<file path="src/rtl/sayuru_port_arbiter.sv">
`default_nettype none
// ============================================================================
// Module   : sayuru_port_arbiter
// Purpose  : Round-robin two-master arbiter in front of the Sayuru cache input
//            port. One transaction in flight, per-master grant counters.
// Revision : 1.0 - initial release
// ============================================================================
module sayuru_port_arbiter #(
  parameter int ADDR_WIDTH = 16,
  parameter int DATA_WIDTH = 32
) (
  input  logic                    clk,
  input  logic                    rst,
  // master 0
  input  logic                    m0_req_i,
  output logic                    m0_gnt_o,
  output logic                    m0_rvalid_o,
  input  logic [ADDR_WIDTH-1:0]   m0_addr_i,
  input  logic                    m0_we_i,
  input  logic [DATA_WIDTH/8-1:0] m0_be_i,
  input  logic [DATA_WIDTH-1:0]   m0_wdata_i,
  output logic [DATA_WIDTH-1:0]   m0_rdata_o,
  // master 1
  input  logic                    m1_req_i,
  output logic                    m1_gnt_o,
  output logic                    m1_rvalid_o,
  input  logic [ADDR_WIDTH-1:0]   m1_addr_i,
  input  logic                    m1_we_i,
  input  logic [DATA_WIDTH/8-1:0] m1_be_i,
  input  logic [DATA_WIDTH-1:0]   m1_wdata_i,
  output logic [DATA_WIDTH-1:0]   m1_rdata_o,
  // cache side
  output logic                    s_req_o,
  input  logic                    s_gnt_i,
  input  logic                    s_rvalid_i,
  output logic [ADDR_WIDTH-1:0]   s_addr_o,
  output logic                    s_we_o,
  output logic [DATA_WIDTH/8-1:0] s_be_o,
  output logic [DATA_WIDTH-1:0]   s_wdata_o,
  input  logic [DATA_WIDTH-1:0]   s_rdata_i,
  // statistics
  output logic [31:0]             m0_grant_count,
  output logic [31:0]             m1_grant_count
);

  typedef enum logic [1:0] {
    IDLE    = 2'd0,
    REQ     = 2'd1,
    WAIT_RV = 2'd2
  } state_t;

  state_t                  state_q;
  logic                    owner_q;
  logic                    last_q;
  logic [ADDR_WIDTH-1:0]   addr_q;
  logic                    we_q;
  logic [DATA_WIDTH/8-1:0] be_q;
  logic [DATA_WIDTH-1:0]   wdata_q;
  logic [31:0]             m0_cnt_q;
  logic [31:0]             m1_cnt_q;

  logic                    pick_m1_d;
  logic                    in_req;
  logic                    in_wait;

  // On a tie the master that was not granted last wins.
  assign pick_m1_d = m1_req_i & (~m0_req_i | ~last_q);

  always_ff @(posedge clk or posedge rst) begin
    if (rst) begin
      state_q  <= IDLE;
      owner_q  <= 1'b0;
      last_q   <= 1'b1;
      addr_q   <= '0;
      we_q     <= 1'b0;
      be_q     <= '0;
      wdata_q  <= '0;
      m0_cnt_q <= 32'd0;
      m1_cnt_q <= 32'd0;
    end else begin
      case (state_q)
        IDLE: begin
          if (m0_req_i || m1_req_i) begin
            owner_q <= pick_m1_d;
            addr_q  <= pick_m1_d ? m1_addr_i  : m0_addr_i;
            we_q    <= pick_m1_d ? m1_we_i    : m0_we_i;
            be_q    <= pick_m1_d ? m1_be_i    : m0_be_i;
            wdata_q <= pick_m1_d ? m1_wdata_i : m0_wdata_i;
            state_q <= REQ;
          end
        end
        REQ: begin
          if (s_gnt_i) begin
            if (owner_q) m1_cnt_q <= m1_cnt_q + 32'd1;
            else         m0_cnt_q <= m0_cnt_q + 32'd1;
            last_q  <= owner_q;
            state_q <= WAIT_RV;
          end
        end
        WAIT_RV: begin
          if (s_rvalid_i) state_q <= IDLE;
        end
        default: state_q <= IDLE;
      endcase
    end
  end

  assign in_req  = (state_q == REQ);
  assign in_wait = (state_q == WAIT_RV);

  assign s_req_o     = in_req;
  assign s_addr_o    = addr_q;
  assign s_we_o      = we_q;
  assign s_be_o      = be_q;
  assign s_wdata_o   = wdata_q;

  // Grant and response are zero-latency pass-throughs steered to the owner.
  assign m0_gnt_o    = in_req  & s_gnt_i    & ~owner_q;
  assign m1_gnt_o    = in_req  & s_gnt_i    &  owner_q;
  assign m0_rvalid_o = in_wait & s_rvalid_i & ~owner_q;
  assign m1_rvalid_o = in_wait & s_rvalid_i &  owner_q;

  assign m0_rdata_o  = s_rdata_i;
  assign m1_rdata_o  = s_rdata_i;

  assign m0_grant_count = m0_cnt_q;
  assign m1_grant_count = m1_cnt_q;

endmodule
`default_nettype wire

</file>
<file path="config.mk">
export PLATFORM = sky130hd
export DESIGN_NAME = sayuru_port_arbiter
export DESIGN_NICKNAME = d
export VERILOG_FILES = /design/src/rtl/sayuru_port_arbiter.sv
export SDC_FILE = /design/constraint.sdc
export NUM_CORES = 1
export LEC_CHECK = 0
export BUFFER_PORTS_ARGS = -buffer_cell sky130_fd_sc_hd__clkbuf_2
export CELL_PAD_IN_SITES_DETAIL_PLACEMENT = 0
export CELL_PAD_IN_SITES_GLOBAL_PLACEMENT = 1
export CORE_MARGIN = 3
export CORE_UTILIZATION = 25
export CTS_BUF_LIST = sky130_fd_sc_hd__clkbuf_16
export DETAILED_ROUTE_END_ITERATION = 10
export PLACE_DENSITY = 0.76
export SLEW_MARGIN = 15
export SYNTH_ARGS = -nofsm -noshare
export SYNTH_HDL_FRONTEND = slang
export SYNTH_SLANG_ARGS = --single-unit
export TNS_END_PERCENT = 100
</file>
<file path="constraint.sdc">
create_clock -name clk -period 4.2 [get_ports clk]
set_input_delay 1.26 -clock clk [delete_from_list [all_inputs] [get_ports clk]]
set_output_delay 1.26 -clock clk [all_outputs]
set_load 0.005 [all_outputs]
</file>
==> key figures, run 1 <==
Run status
  – Status: finished clean

Timing
  – Slew of the pin with the lowest slew margin: 0.814 ns
  – Final number of max-transition violations: 0
  – RSZ-0062 raised after global routing: no
  – Hold Fails Final Rpt: 0
  – Period utilization: 79.0%
  – Slew headroom: 45.5%
  – Final period demand of the worst path: 3.32 ns
  – Setup ws final: 0.884 ns
  – Worst hold margin: 0.466 ns
  – FMAX: 302 MHz
  – Final TNS setup: 0 ns
  – Final setup viols: 0
  – Layout Skew: 0.0114 ns

Final layout
  – Number of inserted diodes: 0
  – NumNets Final: 894
  – Synth-to-layout area growth: 27.1%
  – Fill count: 2,519
  – Finished Cell Area: 0.00764 mm²
  – Layout cells sized above 1: 37.1%

Critical path
  – Worst Setup End Kind: primary output
  – Worst r2r dst: m1_grant_count[31]
  – CP startpoint: s_gnt_i
  – R2R depth: 4
  – Critical path arrival: 2.06 ns
  – Critical Path Fanout Max: 9
  – Setup CP Type: in2out
  – Startpoint Class: input pin
  – R2R Setup Slk: 1.96 ns
  – Required @ worst endpoint: 2.94 ns
  – Reg-to-Reg Start: m1_grant_count[5]
  – CP endpoint: m0_gnt_o

Logic synthesis
  – Fraction of registers with async set/reset: 100%
  – Biggest area consumer among synthesized cells: dfrtp_1
  – Number of synthesized flops with an enable pin: 0
  – Yosys top cell area share: 49.9%
  – Syn Area/Cell: 10.4 µm²
  – Sequential area share after synthesis: 50.4%
  – Yosys reg bits: 121
  – Synth unique cells: 41
  – Warnings, synthesis: 0
  – Syn Inst Count: 577
  – Cell area after synthesis: 0.00601 mm²
  – Syn_nets: 723
  – Prevailing post-synth register cell: dfrtp_1
  – Synth area leaders: dfrtp_1 (50%), mux2i_1 (8.8%), buf_4 (8.0%)

Power
  – Clk pwr share: 32.6%
  – Worst VDD drop: 0.202 mV
  – Comb pwr share: 26.9%
  – Switching share of power: 34.2%
  – Total internal power: 2.74 mW
  – Power density over the cells: 543 mW/mm²
  – Leakage power total: 3.92 nW
  – Switch Pwr: 1.42 mW
  – Power share of the sequential group: 40.5%

Route
  – TritonRoute pass-1 iters: 4
  – 1st-iter DRT viols: 138
  – Detail Route Antenna Nets: 0
  – Avg WL per Cell: 14.7 µm
  – Final WL: 15.9 mm
  – DR vias: 4,530
  – Number of remaining DRC errors: 0
  – Via density: 4.19

Clock tree
  – Num CTS Buffers: 17
  – CTS Hold Buffers Added: 0
  – Post-CTS sizing: 0
  – TritonCTS clock tree: yes
  – Clk_lat worst skew: 0.41 ns
  – H-tree Lvls: 4
  – Post-CTS Setup Inserts: 0
  – CTS root buffer: clkbuf_16
  – CTS clk-pin slew, worst paths: 0.05 ns
  – Max Root-Sink Buffers: 2
  – Sink Count: 121

Global route
  – Largest net degree at the start of global routing: 74
  – Vias in the first global route: 4,495
  – Total gr overflow: 0
  – First-pass GRT wire length: 25.4 mm
  – Total Routing Usage GR: 12.5%
  – Antenna violations before repair: 1

Floorplan
  – Full die area: 0.0260 mm²
  – Core area: 0.0235 mm²
  – Starting Density: 25.5%
  – Io pins: 330
  – Die X: 161 µm
  – Die Y-Extent: 161 µm
  – # rows: 56

Placement
  – Placement Cell Area: 0.00710 mm²
  – DP Worst Slack: 0.864 ns
  – HPWL Detailed: 12.2 mm
  – Count of port buffers added during placement: 233
  – Routability cong.: 0.812

Job
  – Max Cap Viol: 0

Hold path
  – Hold Path Class: reg2reg
cells in the final DEF, fill, tap and decap left out, types with 2 or more instances in the layout:
master	instances
nand3_1	16
clkinv_2	4
ha_1	2
nor4b_1	2
nor4_2	2
and3_1	4
o21ai_0	55
clkinvlp_4	2
inv_6	4
nor3b_1	2
nand2_1	80
buf_12	3
and4_1	9
nor4_1	9
buf_4	2
xor2_1	33
clkinv_4	5
nand4_1	16
nor3_1	22
clkbuf_16	17
inv_1	9
clkbuf_2	233
and2_1	2
xnor2_1	29
mux2i_1	53
dfrtp_1	120
nor2_1	8
sequential cells by signal, indices dropped and copies added, names as in the netlist:
register / flops
m0_grant_count: 32
m1_grant_count: 32
s_wdata_o: 32
s_addr_o: 16
s_be_o: 4
state_q: 2
last_q: 1
owner_q: 1
s_we_o: 1
synthesized netlist by cell type (10+ instances only):
library cell	instances
buf_4	64
clkbuf_1	13
dfrtp_1	120
inv_1	10
mux2i_1	53
nand2_1	80
nand3_1	16
nand4_1	16
nor3_1	22
o21ai_0	55
xnor2_1	29
xor2_1	33
metrics by stage:
step / instances / utilization (%) / total power, mW
2_1_floorplan: 577 / - / 2.31
4_1_cts: 1080 / 32.5 / 4.25
3_5_place_dp: 1048 / 30.2 / 2.88
5_1_grt: 1080 / 32.5 / 4.47
6_report: 1080 / 32.5 / 4.15
3_3_place_gp: 1048 / 30.2 / 2.86
how the worst min path moves through the flow:
stage	start	to	slack, ns	cells after the start
final	m1_grant_count[31]	m1_grant_count[31]	0.47	1
after global routing	m1_grant_count[31]	m1_grant_count[31]	0.48	1
after CTS	m1_grant_count[31]	m1_grant_count[31]	0.47	1
after detailed placement	m1_grant_count[31]	m1_grant_count[31]	0.46	1
after global placement	m0_grant_count[31]	m0_grant_count[31]	0.46	1
after floorplan	m1_grant_count[31]	m1_grant_count[31]	0.46	1
power by group through the flow:
stage	Sequential, mW	Combinational (mW)	Clock [mW]
6_report	1.68	1.12	1.35
5_1_grt	1.74	1.29	1.45
4_1_cts	1.69	1.17	1.40
3_5_place_dp	1.71	1.17	0
3_3_place_gp	1.70	1.15	0
2_1_floorplan	1.70	0.614	0
critical path, cell delays in order:
cell	delay, ns
clkbuf_2	0.13
nand4bb_1	0.27
inv_2	0.24
clkbuf_2	0.16
layer usage:
layer	GRT usage (%)	share of wire, %	up-vias
li1	-	-	2262
met1	16.7	44	2065
met2	19.7	47	175
met3	3.92	7.1	26
met4	3.29	1.3	2
met5	0	0.044	-
area by class of cell:
cell class                 instances  area, µm²  share of cell area [%]
multi-input combinational        359       2390                    31.2
tap                              319        399                    5.22
timing repair buffer             238       1240                    16.2
sequential                       121       3030                    39.6
clock inverter                    15        118                    1.54
inverter                          11       45.0                   0.589
clock buffer                      17        425                    5.56
cell families (layout without fill, tap and decap cells):
family | Yosys count | after routing | synth area share, %
DFF | 121 | 121 | 50.4
buffers and inverters | 97 | 281 | 10.3
xor gates and xnor gates | 62 | 62 | 9.03
AOI/OAI and AO/OA | 59 | 59 | 5.01
muxes | 54 | 54 | 9.01
and+or+nand+nor | 182 | 182 | 15.9
adders and majority gates | 2 | 2 | 0.416
Power figures use the tool's default switching activity.
==> run 2: changes to the inputs <==
--- a/config.mk
+++ b/config.mk
@@ -5,6 +5,7 @@
 export SDC_FILE = /design/constraint.sdc
 export NUM_CORES = 1
 export LEC_CHECK = 0
+export ABC_AREA = 1
 export BUFFER_PORTS_ARGS = -buffer_cell sky130_fd_sc_hd__clkbuf_2
 export CELL_PAD_IN_SITES_DETAIL_PLACEMENT = 0
 export CELL_PAD_IN_SITES_GLOBAL_PLACEMENT = 1
@@ -12,7 +13,7 @@
 export CORE_UTILIZATION = 25
 export CTS_BUF_LIST = sky130_fd_sc_hd__clkbuf_16
 export DETAILED_ROUTE_END_ITERATION = 10
-export PLACE_DENSITY = 0.76
+export PLACE_DENSITY = 0.78
 export SLEW_MARGIN = 15
 export SYNTH_ARGS = -nofsm -noshare
 export SYNTH_HDL_FRONTEND = slang
==> constraint.sdc (replaced) <==
create_clock -name clk -period 3 [get_ports clk]
set_input_delay 0.9 -clock clk [delete_from_list [all_inputs] [get_ports clk]]
set_output_delay 0.9 -clock clk [all_outputs]
set_load 0.005 [all_outputs]
==> key figures, run 2 <==
Final layout
  – Layout cells sized above 1: 27.4% (was 37.1%)
  – Highest-count cells in the layout ignoring fill and taps: nand2_1 (239), clkbuf_2 (233), nor2_1 (130), dfrtp_1 (120), o21ai_0 (107) (was clkbuf_2 (233), dfrtp_1 (120), nand2_1 (80), o21ai_0 (55), mux2i_1 (53))
  – NumNets Final: 1,175 (was 894)
  – Synth-to-layout area growth: 26.7% (was 27.1%)
  – Finished Cell Area: 0.00829 mm² (was 0.00764 mm²)
  – Fill count: 2,752 (was 2,519)
  – Util after Layout: 32.5% (about the same)
  – Final Non-Filler Cells: 1,372 (was 1,080)
  – Commonest non-fill, non-tap cell in the layout: nand2_1 (was clkbuf_2)
  – Number of inserted diodes: 0 (unchanged)

Timing
  – RSZ-0062 raised after global routing: no (unchanged)
  – Slew headroom: 51.5% (was 45.5%)
  – Worst hold margin: 0.483 ns (was 0.466 ns)
  – Period utilization: 82.0%
  – Setup ws final: 0.541 ns (was 0.884 ns)
  – Final period demand of the worst path: 2.46 ns
  – Slew of the pin with the lowest slew margin: 0.724 ns (was 0.814 ns)
  – Layout Skew: 0.00999 ns (was 0.0114 ns)
  – Final number of max-transition violations: 0 (unchanged)
  – Final TNS setup: 0 ns (unchanged)
  – FMAX: 407 MHz
  – Final setup viols: 0 (unchanged)
  – Hold Fails Final Rpt: 0 (unchanged)

Clock tree
  – H-tree Lvls: 4 (unchanged)
  – Num CTS Buffers: 17 (unchanged)
  – Max Root-Sink Buffers: 2 (unchanged)
  – TritonCTS clock tree: yes (unchanged)
  – Sink Count: 121 (unchanged)
  – Post-CTS sizing: 0 (unchanged)
  – CTS root buffer: clkbuf_16 (unchanged)
  – CTS clk-pin slew, worst paths: 0.06 ns (was 0.05 ns)
  – Clk_lat worst skew: 0.42 ns (was 0.41 ns)
  – CTS Hold Buffers Added: 0 (unchanged)
  – Post-CTS Setup Inserts: 0 (unchanged)

Power
  – Switch Pwr: 2.15 mW (was 1.42 mW)
  – Switching share of power: 33.7% (was 34.2%)
  – Comb pwr share: 26.1% (was 26.9%)
  – Pwr Total: 6.38 mW (was 4.15 mW)
  – Worst VDD drop: 0.335 mV (was 0.202 mV)
  – Total internal power: 4.23 mW (was 2.74 mW)
  – Power density over the cells: 769 mW/mm² (was 543 mW/mm²)
  – Clk pwr share: 36.5% (was 32.6%)
  – Leakage power total: 4.11 nW (was 3.92 nW)
  – Power share of the sequential group: 37.4% (was 40.5%)

Route
  – Routed met1 length: 8.85 mm (was 7.07 mm)
  – Metal3 WL: 1.29 mm (was 1.13 mm)
  – DR top layer: met4 (was met5)
  – TritonRoute pass-1 iters: 4 (unchanged)
  – Number of remaining DRC errors: 0 (unchanged)
  – Via density: 4.41 (was 4.19)
  – Avg WL per Cell: 14.5 µm (was 14.7 µm)
  – Detail Route Antenna Nets: 0 (unchanged)
  – DR vias: 6,054 (was 4,530)
  – DR WL met2: 9.48 mm (was 7.50 mm)
  – Final WL: 19.9 mm (was 15.9 mm)
  – 1st-iter DRT viols: 341 (was 138)

Placement
  – HPWL Detailed: 14.4 mm (was 12.2 mm)
  – DP Worst Slack: 0.514 ns (was 0.864 ns)
  – Routability cong.: 0.794 (was 0.812)
  – Placement Cell Area: 0.00764 mm² (was 0.00710 mm²)
  – Placed Cells: 1,340 (was 1,048)
  – Count of port buffers added during placement: 233 (unchanged)

Run status
  – Status: finished clean (unchanged)

Logic synthesis
  – Syn_nets: 1,003 (was 723)
  – Prevailing post-synth register cell: dfrtp_1 (unchanged)
  – Number of synthesized flops with an enable pin: 0 (unchanged)
  – Most numerous cell in the Yosys netlist: nand2_1 (was dfrtp_1)
  – Fraction of registers with async set/reset: 100% (unchanged)
  – Sequential area share after synthesis: 46.3% (was 50.4%)
  – Biggest area consumer among synthesized cells: dfrtp_1 (unchanged)
  – Synth unique cells: 26 (was 41)
  – Cell area after synthesis: 0.00654 mm² (was 0.00601 mm²)
  – Yosys top cell area share: 45.9% (was 49.9%)
  – Synth cell count leaders: nand2_1 (240), nor2_1 (130), dfrtp_1 (120), o21ai_0 (107), buf_4 (64) (was dfrtp_1 (120), nand2_1 (80), buf_4 (64), o21ai_0 (55), mux2i_1 (53))
  – Synth area leaders: dfrtp_1 (46%), nand2_1 (14%), o21ai_0 (8.2%) (was dfrtp_1 (50%), mux2i_1 (8.8%), buf_4 (8.0%))
  – Syn Area/Cell: 7.63 µm² (was 10.4 µm²)
  – Syn Inst Count: 857 (was 577)
  – Warnings, synthesis: 0 (unchanged)
  – Yosys reg bits: 121 (unchanged)

Critical path
  – CP bufs+invs: 3 (unchanged)
  – Slowest CP cell: inv_2 (was nand4bb_1)
  – Critical path arrival: 1.56 ns (was 2.06 ns)
  – Startpoint Class: input pin (unchanged)
  – Setup CP Type: in2out (unchanged)
  – Critical Path Fanout Max: 7 (was 9)
  – Slowest stage delay, CP: 0.19 ns (was 0.27 ns)
  – Most used cell, CP: clkbuf_2 (unchanged)
  – Worst Setup End Kind: primary output (unchanged)
  – Crit path cell chain: clkbuf_2 > nand4_2 > inv_2 > clkbuf_2 (was clkbuf_2 > nand4bb_1 > inv_2 > clkbuf_2)
  – Required @ worst endpoint: 2.10 ns (was 2.94 ns)
  – CP delay by family, top: buffers and inverters (unchanged)

Floorplan
  – Die Y-Extent: 168 µm (was 161 µm)
  – Full die area: 0.0281 mm² (was 0.0260 mm²)
  – Die X: 168 µm (was 161 µm)
  – Starting Density: 25.7% (was 25.5%)
  – # rows: 58 (was 56)
  – Core area: 0.0255 mm² (was 0.0235 mm²)
  – Io pins: 330 (unchanged)

Global route
  – Antenna violations before repair: 0 (was 1)
  – Total gr overflow: 0 (unchanged)
  – Largest net degree at the start of global routing: 74 (unchanged)
  – Total Routing Usage GR: 14.0% (was 12.5%)
  – First-pass GRT wire length: 31.8 mm (was 25.4 mm)
  – Vias in the first global route: 5,888 (was 4,495)

Hold path
  – Hold Path Class: reg2reg (unchanged)

Job
  – Max Cap Viol: 0 (unchanged)
## run 2: cell types whose count changed in the layout (fill, tap and decap cells not counted), sizes merged, moves of 13 or more
cell	before	now
nand2	80	241
nor2	8	134
o21ai	56	114
mux2i	53	0
inv	15	59
xor2	33	9
nand3b	0	16
nor3	22	9
## run 2: per-layer routing
metal / GRT usage [%] / up-vias
met5: 0 / -
met4: 4.27 / 0
met3: 3.75 / 19
met2: 22.7 / 200
met1: 18.2 / 2813
li1: - / 3022
## run 2: final timing paths
kind / cells after the start / end / from / slack [ns]
worst max-delay path: 4 / m1_gnt_o / s_gnt_i / 0.54
worst min-delay path: 2 / s_wdata_o[31] / s_wdata_o[31] / 0.48
worst max register to register: 8 / m0_grant_count[30] / m0_grant_count[1] / 1.16
worst min register to register: 2 / s_wdata_o[31] / s_wdata_o[31] / 0.48
max in group asynchronous: 3 / last_q / rst / 2.01
min in group asynchronous: 3 / m1_grant_count[17] / rst / 0.57
## run 2: logic make-up (layout without fill, tap and decap cells)
logic type | after synthesis | count (layout) | synth area share, %
fa+ha+maj | 2 | 2 | 0.382
xor+xnor | 26 | 26 | 3.48
compound gates | 118 | 118 | 9.10
simple gates | 445 | 445 | 28.6
buf+inv | 145 | 330 | 12.1
flops | 121 | 121 | 46.3
## run 2: final cells by class
cell class | instances | area, µm² | area share, %
inverter | 57 | 218 | 2.63
tap | 330 | 413 | 4.98
clock buffer | 17 | 425 | 5.13
clock inverter | 15 | 221 | 2.67
multi-input combinational | 591 | 2730 | 33.0
timing repair buffer | 241 | 1250 | 15.1
sequential | 121 | 3030 | 36.5
## run 2: worst min-delay path: stages (launching register included)
cell	delay, ns
dfrtp_1	0.34
nand2_1	0.05
o21ai_0	0.06
## run 2: power by group through the flow
stage	logic, mW	registers (mW)	clock network, mW
6_report	1.66	2.39	2.33
5_1_grt	1.90	2.45	2.46
4_1_cts	1.72	2.39	2.40
3_5_place_dp	1.73	2.40	0
3_3_place_gp	1.71	2.40	0
2_1_floorplan	0.907	2.40	0
==> run 3: changes to the inputs <==
--- a/config.mk
+++ b/config.mk
@@ -13,7 +13,7 @@
 export CORE_UTILIZATION = 25
 export CTS_BUF_LIST = sky130_fd_sc_hd__clkbuf_16
 export DETAILED_ROUTE_END_ITERATION = 10
-export PLACE_DENSITY = 0.78
+export PLACE_DENSITY = 0.75
 export SLEW_MARGIN = 15
 export SYNTH_ARGS = -nofsm -noshare
 export SYNTH_HDL_FRONTEND = slang
==> constraint.sdc (replaced) <==
create_clock -name clk -period 2.32 [get_ports clk]
set_input_delay 0.696 -clock clk [delete_from_list [all_inputs] [get_ports clk]]
set_output_delay 0.696 -clock clk [all_outputs]
set_load 0.005 [all_outputs]
==> key figures, run 3 (synthesis results as in run 2) <==
Route
  – Final WL: 19.6 mm (was 19.9 mm)
  – Via density: 4.37 (was 4.41)
  – DR vias: 5,999 (was 6,054)
  – Detail Route Antenna Nets: 0 (unchanged)
  – TritonRoute pass-1 iters: 6 (was 4)
  – Number of remaining DRC errors: 0 (unchanged)
  – 1st-iter DRT viols: 340 (was 341)
  – Avg WL per Cell: 14.2 µm (was 14.5 µm)

Floorplan
  – Core area: 0.0255 mm² (unchanged)
  – Full die area: 0.0281 mm² (unchanged)
  – # rows: 58 (unchanged)
  – Starting Density: 25.7% (unchanged)
  – Io pins: 330 (unchanged)
  – Die X: 168 µm (unchanged)
  – Die Y-Extent: 168 µm (unchanged)

Clock tree
  – Num CTS Buffers: 17 (unchanged)
  – CTS clk-pin slew, worst paths: 0.06 ns (about the same)
  – CTS root buffer: clkbuf_16 (unchanged)
  – Sink Count: 121 (unchanged)
  – H-tree Lvls: 4 (unchanged)
  – TritonCTS clock tree: yes (unchanged)
  – Max Root-Sink Buffers: 2 (unchanged)
  – Clk_lat worst skew: 0.41 ns (was 0.42 ns)
  – Post-CTS sizing: 0 (unchanged)
  – CTS Hold Buffers Added: 0 (unchanged)
  – Post-CTS Setup Inserts: 0 (unchanged)

Final layout
  – Layout cells sized above 1: 27.6% (was 27.4%)
  – Synth-to-layout area growth: 26.6% (was 26.7%)
  – Final Non-Filler Cells: 1,373 (was 1,372)
  – NumNets Final: 1,177 (was 1,175)
  – Number of inserted diodes: 0 (unchanged)
  – Finished Cell Area: 0.00828 mm² (was 0.00829 mm²)
  – Highest-count cells in the layout ignoring fill and taps: nand2_1 (239), clkbuf_2 (233), nor2_1 (130), dfrtp_1 (120), o21ai_0 (107) (unchanged)
  – Commonest non-fill, non-tap cell in the layout: nand2_1 (unchanged)

Timing
  – Hold Fails Final Rpt: 0 (unchanged)
  – Period utilization: 89.7%
  – Final setup viols: 0 (unchanged)
  – Final TNS setup: 0 ns (unchanged)
  – Final period demand of the worst path: 2.08 ns
  – Final number of max-transition violations: 0 (unchanged)
  – FMAX: 481 MHz
  – Layout Skew: 0.00966 ns (was 0.00999 ns)
  – Slew of the pin with the lowest slew margin: 0.623 ns (was 0.724 ns)
  – RSZ-0062 raised after global routing: no (unchanged)
  – Slew headroom: 58.5% (was 51.5%)

Power
  – Power density over the cells: 961 mW/mm² (was 769 mW/mm²)
  – Power share of the sequential group: 38.6% (was 37.4%)
  – Comb pwr share: 26.8% (was 26.1%)
  – Worst VDD drop: 0.423 mV (was 0.335 mV)
  – Leakage power total: 4.10 nW (was 4.11 nW)
  – Total internal power: 5.27 mW (was 4.23 mW)
  – Clk pwr share: 34.6% (was 36.5%)
  – Switch Pwr: 2.69 mW (was 2.15 mW)
  – Switching share of power: 33.8% (was 33.7%)

Hold path
  – Hold Path Class: in2async (was reg2reg)

Critical path
  – Startpoint Class: flip-flop (was input pin)
  – Critical path arrival: 1.38 ns (was 1.56 ns)
  – Worst Setup End Kind: primary output (unchanged)
  – Required @ worst endpoint: 1.62 ns (was 2.10 ns)
  – Setup CP Type: reg2out (was in2out)
  – Critical Path Fanout Max: 5 (was 7)

Global route
  – Vias in the first global route: 5,792 (was 5,888)
  – Largest net degree at the start of global routing: 69 (was 74)
  – Total gr overflow: 0 (unchanged)
  – First-pass GRT wire length: 31.2 mm (was 31.8 mm)
  – Antenna violations before repair: 0 (unchanged)
  – Total Routing Usage GR: 13.7% (was 14.0%)

Placement
  – HPWL Detailed: 14.2 mm (was 14.4 mm)
  – Placed Cells: 1,342 (was 1,340)
  – Placement Cell Area: 0.00768 mm² (was 0.00764 mm²)
  – Routability cong.: 0.788 (was 0.794)
  – Count of port buffers added during placement: 233 (unchanged)

Run status
  – Status: finished clean (unchanged)

Job
  – Max Cap Viol: 0 (unchanged)
==> run 3: final cells by class <==
cell class | instances | area (µm²)
Clock inverter | 14 | 176
Clock buffer | 17 | 425
Inverter | 57 | 218
Timing Repair Buffer | 243 | 1290
Fill cell | 2761 | 17200
Tap cell | 330 | 413
Multi-Input combinational cell | 591 | 2730
Sequential cell | 121 | 3030
==> run 3: path summary, 6_finish.rpt <==
kind	start	to	slack (ns)	cells past startpoint
worst min-delay path	rst	m1_grant_count[10]	0.39	3
min in group clk	last_q	last_q	0.47	2
worst min register to register	last_q	last_q	0.47	2
max in group asynchronous	rst	last_q	1.56	3
worst max register to register	m1_grant_count[0]	m1_grant_count[20]	0.56	8
worst max-delay path	state_q[1]	m0_gnt_o	0.24	4
==> run 3: metal layers <==
metal,track usage (%),wire length (µm),vias up,part of all wire [%]
li1,-,-,3019,-
met1,17.4,8840,2765,45
met2,22.4,9120,186,47
met3,3.94,1280,29,6.5
met4,4.59,314,0,1.6
met5,0,0,-,0
==> run 3: worst max-delay path, cell delays in order, from the launching register on <==
cell and delay, ns:
dfrtp_1 0.44, inv_1 0.13, nand3_1 0.12, nor2_1 0.15, clkbuf_2 0.13
==> run 3: power by group through the flow <==
| stage | Combinational (mW) | Sequential (mW) | Clock [mW] |
|---|---|---|---|
| CTS | 2.21 | 3.08 | 2.85 |
| detailed placement | 2.21 | 3.10 | 0 |
| finish | 2.13 | 3.07 | 2.75 |
| global route | 2.44 | 3.15 | 2.96 |
| floorplan | 1.17 | 3.10 | 0 |
| global placement | 2.19 | 3.10 | 0 |
==> run 3: through the flow <==
stage          setup WS [ns]  utilization [%]  hold slack, ns  total power [mW]
2_1_floorplan          0.141                -           0.444              4.27
3_3_place_gp           0.246             30.2           0.466              5.29
3_5_place_dp           0.233             30.2           0.470              5.31
4_1_cts                0.172             32.5           0.391              8.14
5_1_grt                0.138             32.5           0.403              8.55
6_report               0.240             32.5           0.386              7.96
